$ cat config.mk
export PLATFORM = sky130hd
export DESIGN_NAME = lane_deskew_ctrl
export DESIGN_NICKNAME = d
export VERILOG_FILES = /design/src/rtl/lane_deskew_ctrl_pkg.sv /design/src/rtl/lane_deskew_ctrl_lane_fifo.sv /design/src/rtl/lane_deskew_ctrl.sv
export SDC_FILE = /design/constraint.sdc
export NUM_CORES = 1
export LEC_CHECK = 0
export CELL_PAD_IN_SITES_DETAIL_PLACEMENT = 1
export CELL_PAD_IN_SITES_GLOBAL_PLACEMENT = 1
export CORE_AREA = 2 2 217 219
export CTS_CLUSTER_SIZE = 25
export DETAILED_ROUTE_END_ITERATION = 10
export DIE_AREA = 0 0 219 221
export DONT_BUFFER_PORTS = 1
export GPL_TIMING_DRIVEN = 0
export PLACE_DENSITY = 0.85
export SYNTH_ARGS = -nofsm -noshare
export SYNTH_HDL_FRONTEND = slang
export SYNTH_SLANG_ARGS = --single-unit
$ cat constraint.sdc
create_clock -name clk_2f -period 5.6 [get_ports clk_2f]
set_clock_uncertainty 0.2 [all_clocks]
set_input_delay 1.12 -clock clk_2f [delete_from_list [all_inputs] [get_ports clk_2f]]
set_output_delay 1.12 -clock clk_2f [all_outputs]
set_load 0.005 [all_outputs]
$ cat src/rtl/lane_deskew_ctrl_pkg.sv
// Shared PHY definitions for the two-lane receive deskew path:
// default word width, default alignment marker and controller state encoding.
package lane_deskew_ctrl_pkg;

   localparam int          DATA_W_DEF     = 32;
   localparam logic [31:0] ALIGN_WORD_DEF = 32'hBCBC_BCBC;

   localparam logic [1:0] ST_HUNT       = 2'd0;
   localparam logic [1:0] ST_WAIT_OTHER = 2'd1;
   localparam logic [1:0] ST_ALIGNED    = 2'd2;

endpackage

$ cat src/rtl/lane_deskew_ctrl_lane_fifo.sv
// Per-lane synchronous FIFO with flush, registered occupancy count and
// first-word-fall-through head data. Flush wins over push/pop.
module lane_fifo #(
   parameter int DATA_W = 32,
   parameter int DEPTH  = 8
) (
   input  logic                       clk_2f,
   input  logic                       reset,
   input  logic                       i_push,
   input  logic                       i_pop,
   input  logic                       i_flush,
   input  logic [DATA_W-1:0]          i_din,
   output logic [DATA_W-1:0]          o_dout,
   output logic [$clog2(DEPTH):0]     o_count,
   output logic                       o_empty
);

   localparam int AW = $clog2(DEPTH);
   localparam int CW = AW + 1;

   logic [DATA_W-1:0] r_mem [DEPTH];
   logic [AW-1:0]     r_wr_ptr;
   logic [AW-1:0]     r_rd_ptr;
   logic [CW-1:0]     r_count;
   logic              w_full;
   logic              w_wr;
   logic              w_rd;

   assign w_full  = (r_count == CW'(DEPTH));
   assign o_empty = (r_count == '0);
   assign o_count = r_count;
   assign o_dout  = r_mem[r_rd_ptr];

   // A push into a full FIFO is only accepted when the head leaves in the same cycle.
   assign w_wr = i_push && (!w_full || i_pop);
   assign w_rd = i_pop && !o_empty;

   // Storage array; contents are don't-care until written, so no reset.
   always_ff @(posedge clk_2f) begin
      if (w_wr && !i_flush) begin
         r_mem[r_wr_ptr] <= i_din;
      end
   end

   // Pointer and occupancy bookkeeping.
   always_ff @(posedge clk_2f) begin
      if (reset || i_flush) begin
         r_wr_ptr <= '0;
         r_rd_ptr <= '0;
         r_count  <= '0;
      end else begin
         if (w_wr) r_wr_ptr <= r_wr_ptr + AW'(1);
         if (w_rd) r_rd_ptr <= r_rd_ptr + AW'(1);
         case ({w_wr, w_rd})
            2'b10:   r_count <= r_count + CW'(1);
            2'b01:   r_count <= r_count - CW'(1);
            default: r_count <= r_count;
         endcase
      end
   end

endmodule

$ cat src/rtl/lane_deskew_ctrl.sv
// Two-lane receive deskew controller: hunts for the alignment marker on both
// lanes, measures the inter-lane skew, buffers post-marker words per lane and
// emits one de-striped stream by popping lane 0 and lane 1 alternately.
//
// state       | meaning
// ------------+-------------------------------------------------------------
// HUNT        | discard words until a marker is seen on either lane
// WAIT_OTHER  | leading lane buffered, counting cycles until lagging marker
// ALIGNED     | both lanes buffered, alternate-lane output stream active
module lane_deskew_ctrl
   import lane_deskew_ctrl_pkg::*;
#(
   parameter int                DATA_W     = DATA_W_DEF,
   parameter int                FIFO_DEPTH = 8,
   parameter logic [DATA_W-1:0] ALIGN_WORD = DATA_W'(ALIGN_WORD_DEF)
) (
   input  logic                          clk_2f,
   input  logic                          reset,
   input  logic [DATA_W-1:0]             lane_0,
   input  logic [DATA_W-1:0]             lane_1,
   input  logic                          valid_0,
   input  logic                          valid_1,
   output logic [DATA_W-1:0]             data_out,
   output logic                          valid_out,
   output logic                          aligned,
   output logic [$clog2(FIFO_DEPTH)-1:0] skew,
   output logic                          deskew_err
);

   localparam int SKW_W = $clog2(FIFO_DEPTH);
   localparam int CNT_W = SKW_W + 1;

   logic [1:0]        r_state;
   logic              r_lead;
   logic [SKW_W-1:0]  r_cnt;
   logic              r_phase;
   logic [DATA_W-1:0] r_data_out;
   logic              r_valid_out;
   logic              r_aligned;
   logic [SKW_W-1:0]  r_skew;
   logic              r_err;

   logic              w_mk0, w_mk1, w_dat0, w_dat1;
   logic              w_push0_raw, w_push1_raw;
   logic              w_pop0_raw, w_pop1_raw;
   logic              w_push0, w_push1, w_pop0, w_pop1;
   logic              w_ovf0, w_ovf1, w_timeout, w_err;
   logic              w_lag_mk;
   logic [DATA_W-1:0] w_head0, w_head1;
   logic [CNT_W-1:0]  w_cnt0, w_cnt1;
   logic              w_empty0, w_empty1;

   assign w_mk0  = valid_0 && (lane_0 == ALIGN_WORD);
   assign w_mk1  = valid_1 && (lane_1 == ALIGN_WORD);
   assign w_dat0 = valid_0 && !w_mk0;
   assign w_dat1 = valid_1 && !w_mk1;

   assign w_lag_mk = r_lead ? w_mk0 : w_mk1;

   // Which lane words are buffered depends on how far alignment has progressed.
   always_comb begin
      w_push0_raw = 1'b0;
      w_push1_raw = 1'b0;
      case (r_state)
         ST_WAIT_OTHER: begin
            w_push0_raw = w_dat0 && !r_lead;
            w_push1_raw = w_dat1 &&  r_lead;
         end
         ST_ALIGNED: begin
            w_push0_raw = w_dat0;
            w_push1_raw = w_dat1;
         end
         default: ;
      endcase
   end

   // Only the lane selected by phase may pop; the other lane is never skipped ahead.
   assign w_pop0_raw = (r_state == ST_ALIGNED) && !r_phase && !w_empty0;
   assign w_pop1_raw = (r_state == ST_ALIGNED) &&  r_phase && !w_empty1;

   // Overflow is judged on the occupancy left after this cycle's pop.
   assign w_ovf0 = w_push0_raw && ((w_cnt0 - CNT_W'(w_pop0_raw)) == CNT_W'(FIFO_DEPTH));
   assign w_ovf1 = w_push1_raw && ((w_cnt1 - CNT_W'(w_pop1_raw)) == CNT_W'(FIFO_DEPTH));

   // Skew beyond what a FIFO can absorb; a lagging marker on this cycle is too late.
   assign w_timeout = (r_state == ST_WAIT_OTHER) && (r_cnt == SKW_W'(FIFO_DEPTH - 1));

   assign w_err = w_ovf0 || w_ovf1 || w_timeout;

   assign w_push0 = w_push0_raw && !w_err;
   assign w_push1 = w_push1_raw && !w_err;
   assign w_pop0  = w_pop0_raw  && !w_err;
   assign w_pop1  = w_pop1_raw  && !w_err;

   lane_fifo #(.DATA_W(DATA_W), .DEPTH(FIFO_DEPTH)) u_fifo_0 (
      .clk_2f  (clk_2f),
      .reset   (reset),
      .i_push  (w_push0),
      .i_pop   (w_pop0),
      .i_flush (w_err),
      .i_din   (lane_0),
      .o_dout  (w_head0),
      .o_count (w_cnt0),
      .o_empty (w_empty0)
   );

   lane_fifo #(.DATA_W(DATA_W), .DEPTH(FIFO_DEPTH)) u_fifo_1 (
      .clk_2f  (clk_2f),
      .reset   (reset),
      .i_push  (w_push1),
      .i_pop   (w_pop1),
      .i_flush (w_err),
      .i_din   (lane_1),
      .o_dout  (w_head1),
      .o_count (w_cnt1),
      .o_empty (w_empty1)
   );

   // Alignment FSM, skew counter, phase and registered output stage.
   always_ff @(posedge clk_2f) begin
      if (reset) begin
         r_state     <= ST_HUNT;
         r_lead      <= 1'b0;
         r_cnt       <= '0;
         r_phase     <= 1'b0;
         r_data_out  <= '0;
         r_valid_out <= 1'b0;
         r_aligned   <= 1'b0;
         r_skew      <= '0;
         r_err       <= 1'b0;
      end else begin
         r_err       <= w_err;
         r_valid_out <= 1'b0;
         if (w_err) begin
            r_state   <= ST_HUNT;
            r_cnt     <= '0;
            r_phase   <= 1'b0;
            r_aligned <= 1'b0;
            r_skew    <= '0;
         end else begin
            case (r_state)
               ST_HUNT: begin
                  if (w_mk0 && w_mk1) begin
                     r_state   <= ST_ALIGNED;
                     r_skew    <= '0;
                     r_phase   <= 1'b0;
                     r_aligned <= 1'b1;
                  end else if (w_mk0 || w_mk1) begin
                     r_state <= ST_WAIT_OTHER;
                     r_lead  <= w_mk1;
                     r_cnt   <= '0;
                  end
               end
               ST_WAIT_OTHER: begin
                  r_cnt <= r_cnt + SKW_W'(1);
                  if (w_lag_mk) begin
                     r_state   <= ST_ALIGNED;
                     r_skew    <= r_cnt + SKW_W'(1);
                     r_phase   <= 1'b0;
                     r_aligned <= 1'b1;
                  end
               end
               ST_ALIGNED: begin
                  if (w_pop0 || w_pop1) begin
                     r_data_out  <= r_phase ? w_head1 : w_head0;
                     r_valid_out <= 1'b1;
                     r_phase     <= ~r_phase;
                  end
               end
               default: begin
                  r_state <= ST_HUNT;
               end
            endcase
         end
      end
   end

   assign data_out   = r_data_out;
   assign valid_out  = r_valid_out;
   assign aligned    = r_aligned;
   assign skew       = r_skew;
   assign deskew_err = r_err;

endmodule

==> results.md <==
- Synth Net Count: ~1300
- Synth Area in Adders: between 1 and 1.5%
- Pwr Density: 346 mW/mm2
- Sequential area share after synthesis: roughly three quarters
- WP buf/inv: 4
- IO buf count: 0
- Most numerous cell in the Yosys netlist: edfxtp_1
- Iter 0 DRT Violations: 1114
- Max-slew violation count: 0
- Synth Area in XOR/XNOR: less than 1%
- Post-Syn Area per Cell: about 19 um2
- FMAX: slightly below 200 MHz
- Final min period: approximately 5000 ps
- Share of the synthesized area in the top cell type: ~67%
- Setup Viol. Count Final: 0
- Starting Density: between 40% and 50%
- Routed Antenna Nets: 0
- Simple-gate area share of the yosys netlist: 4.32%
- WL final: roughly 60000 um
- Synth Warn #: 0
- Final Power: 9.06 mW
- Main combinational cell family by area after synthesis: multiplexers
- Synth cell types: between 50 and 60
- Slowest CP cell: nor3_2
- Layout cells sized above 1: between 20% and 30%
- Core ar.: between 0.04 and 0.05 mm2
- Clk buf depth: 3
- Crit Path Class: reg2reg
- CTS buffer count: 57
- Vias per cell: roughly 6.2
- Tot GR Track Use: roughly 25%
- Via count: ~12000
- Critical path required time: roughly 5700 ps
- Die ar.: just under 0.05 mm2
- FILL cells: 4062
- Compound-gate portion of the synthesized area: under 10%
- CTS tree: yes
- Max cap viols: 0
- VDD IR max: about 220 uV
- Area Overhead vs Synth: 14.6%
- Synth area leaders: edfxtp_1, mux4_2, dfxtp_1
- Final cell count without fillers: roughly 1900
- H-Tree Depth: 2
- Clk slew on worst S/H paths: 60 ps
- Top cell family by delay on the critical path: simple AND/OR/NAND/NOR gates
- Crit path DAT: between 5000 and 6000 ps
- Endpoints failing hold: 0
- # resized after CTS: 0
- Placed cell count: about 1800
- Largest net degree at the start of global routing: 26
- Die width: around 220 um
- Final worst-path cycle share: approximately 90%
- Status: completed
- Crit path max fanout: 10
- Ports: about 110
- Global placement routability congestion: slightly above 0.8
- First-pass DRT Iterations: 5
- Worst setup SP type: register
- Crit path capture type: register
- EDFF count, synth: between 500 and 600
- Clock latency on the worst-skew pair: 610 ps
- Placed wire-length estimate: about 39000 um
- Number of global-route vias before repair: roughly 13000
- Crit-path cells: inv_1, ha_1, nand2b_1, a21oi_1, ha_1, xor2_1, a2111oi_0, a21boi_1, nor3_1, clkbuf_1, nand3_1, nor3_2, buf_4, buf_6
- Mux contribution to synthesized area: about 14%
- Layout Nets: approximately 1400
- Type of the worst min-delay path: reg2reg
- #FFs+latches synth: between 500 and 600
- Hold buffers post-CTS: 0
- Post-route DRC: 0
- Antenna Cells: 0
- Wire per inst: 30.4 um
- Initial antenna violation count: 0
- RSZ-0062 raised after global routing: no
- Cell taking the most area after synthesis: edfxtp_1
- TritonCTS Sinks: between 500 and 600
- Max incr delay on CP: about 650 ps
- Synth top cells by count: edfxtp_1, mux4_2, dfxtp_1
- Slew @ Worst Pin: 986 ps
- Die height: around 220 um
- Leak Pwr: approximately 8 nW
- Sum Neg Setup Slack: 0 ps
- Ys flop type: edfxtp_1
- Post-CTS Setup Repair Bufs: 0
- # rows: just under 80
- Post-Syn Area: approximately 0.023 mm2
- Overflow after GRT: 0
- Root Driver: clkbuf_16
- Async set-reset flop share out of synthesis: 0%
- Most frequent CP cell: ha_1
- Post-synthesis cell count: around 1200
- First-pass GRT wire length: 87000 um
- Slew headroom: between 30% and 40%
==> sequential cells by signal, summed over array words and instances, names as in the netlist, named ones only <==
| name | flops |
|---|---|
| aligned | 1 |
| data_out | 32 |
| deskew_err | 1 |
| r_cnt | 3 |
| r_lead | 1 |
| r_phase | 1 |
| r_state | 2 |
| skew | 3 |
| u_fifo_0.o_count | 4 |
| u_fifo_0.r_mem | 256 |
| u_fifo_0.r_rd_ptr | 3 |
| u_fifo_0.r_wr_ptr | 3 |
| u_fifo_1.o_count | 4 |
| u_fifo_1.r_mem | 256 |
| u_fifo_1.r_rd_ptr | 3 |
| u_fifo_1.r_wr_ptr | 3 |
| valid_out | 1 |
==> cell families after synthesis <==
| kind of cell | count (synthesis) |
|---|---|
| AO/OA/AOI/OAI | 148 |
| XOR/XNOR | 14 |
| adder cells (fa/ha/maj) | 20 |
| buffers and inverters | 81 |
| flip-flops | 583 |
| multiplexers | 169 |
| AND/OR/NAND/NOR | 180 |
==> stage by stage <==
stage,util (%),hold slack (ps),setup WS [ps],cell area [um2]
after floorplan,-,238,161,22800
after global placement,51.2,248,-2610,23600
after detailed placement,52.4,275,345,24100
after CTS,56.8,283,457,26200
after global routing,56.8,310,143,26200
final,56.8,278,472,26200
==> cells in the final DEF (no fill, tap or decap), types with 6 or more instances in the layout <==
cell type  instances
buf_2             21
nand4b_1           6
xnor2_1            7
nand2_1           46
nand3_1           11
nand4bb_1          6
ha_1              18
buf_6             11
buf_12             6
bufinv_16         12
nor2_4            12
a21oi_1           51
clkbuf_1          52
nor2_1            28
a211oi_1          35
mux4_2           128
clkinv_1           7
xor2_1             7
clkinv_2          10
clkbuf_16         59
edfxtp_1         512
nor2b_1           32
dfxtp_1           71
a211o_1           32
buf_16             6
mux2i_1           41
inv_1             17
==> power by group <==
| group | leakage (nW) | internal (mW) | switching [mW] | total, mW |
|---|---|---|---|---|
| Combinational | 1.81 | 0.0519 | 0.0923 | 0.144 |
| Clock | 1.00 | 2.54 | 1.65 | 4.19 |
| Sequential | 5.17 | 4.72 | 0.00528 | 4.73 |
| Total | 7.98 | 7.32 | 1.75 | 9.06 |
==> path summary, 6_finish.rpt <==
path                startpoint              endpoint  slack (ps)  depth (start not counted)
hold reg to reg   data_out[25]          data_out[25]         280                          2
setup reg to reg    r_state[0]  u_fifo_1.r_mem[1][0]         470                         14
hold / removal    data_out[25]          data_out[25]         280                          2
setup / recovery    r_state[0]  u_fifo_1.r_mem[1][0]         470                         14
==> metal layers <==
metal	up-vias	part of all wire (%)	GRT usage (%)
li1	5033	-	-
met1	6378	39	33.0
met2	528	50	40.7
met3	101	7.9	5.14
met4	0	2.9	8.44
met5	-	0	0
==> area by class of cell <==
class                   instances  area (um2)  share of cell area [%]
inverters                      17        63.8                   0.244
well taps                     607         759                    2.90
repair buffers                 24         413                    1.58
plain buffers                  64         274                    1.05
clock buffers                  75        1590                    6.06
flip-flops and latches        583       16800                    64.2
multi-input cells             531        5820                    22.2
clock inverters                32         462                    1.76
==> worst min-delay path, cell delays in order, from the launching register on <==
cell	delay (ps)
dfxtp_1	320
nand2_1	60
a21oi_1	50
No activity file was read; power rests on OpenSTA's default activity.
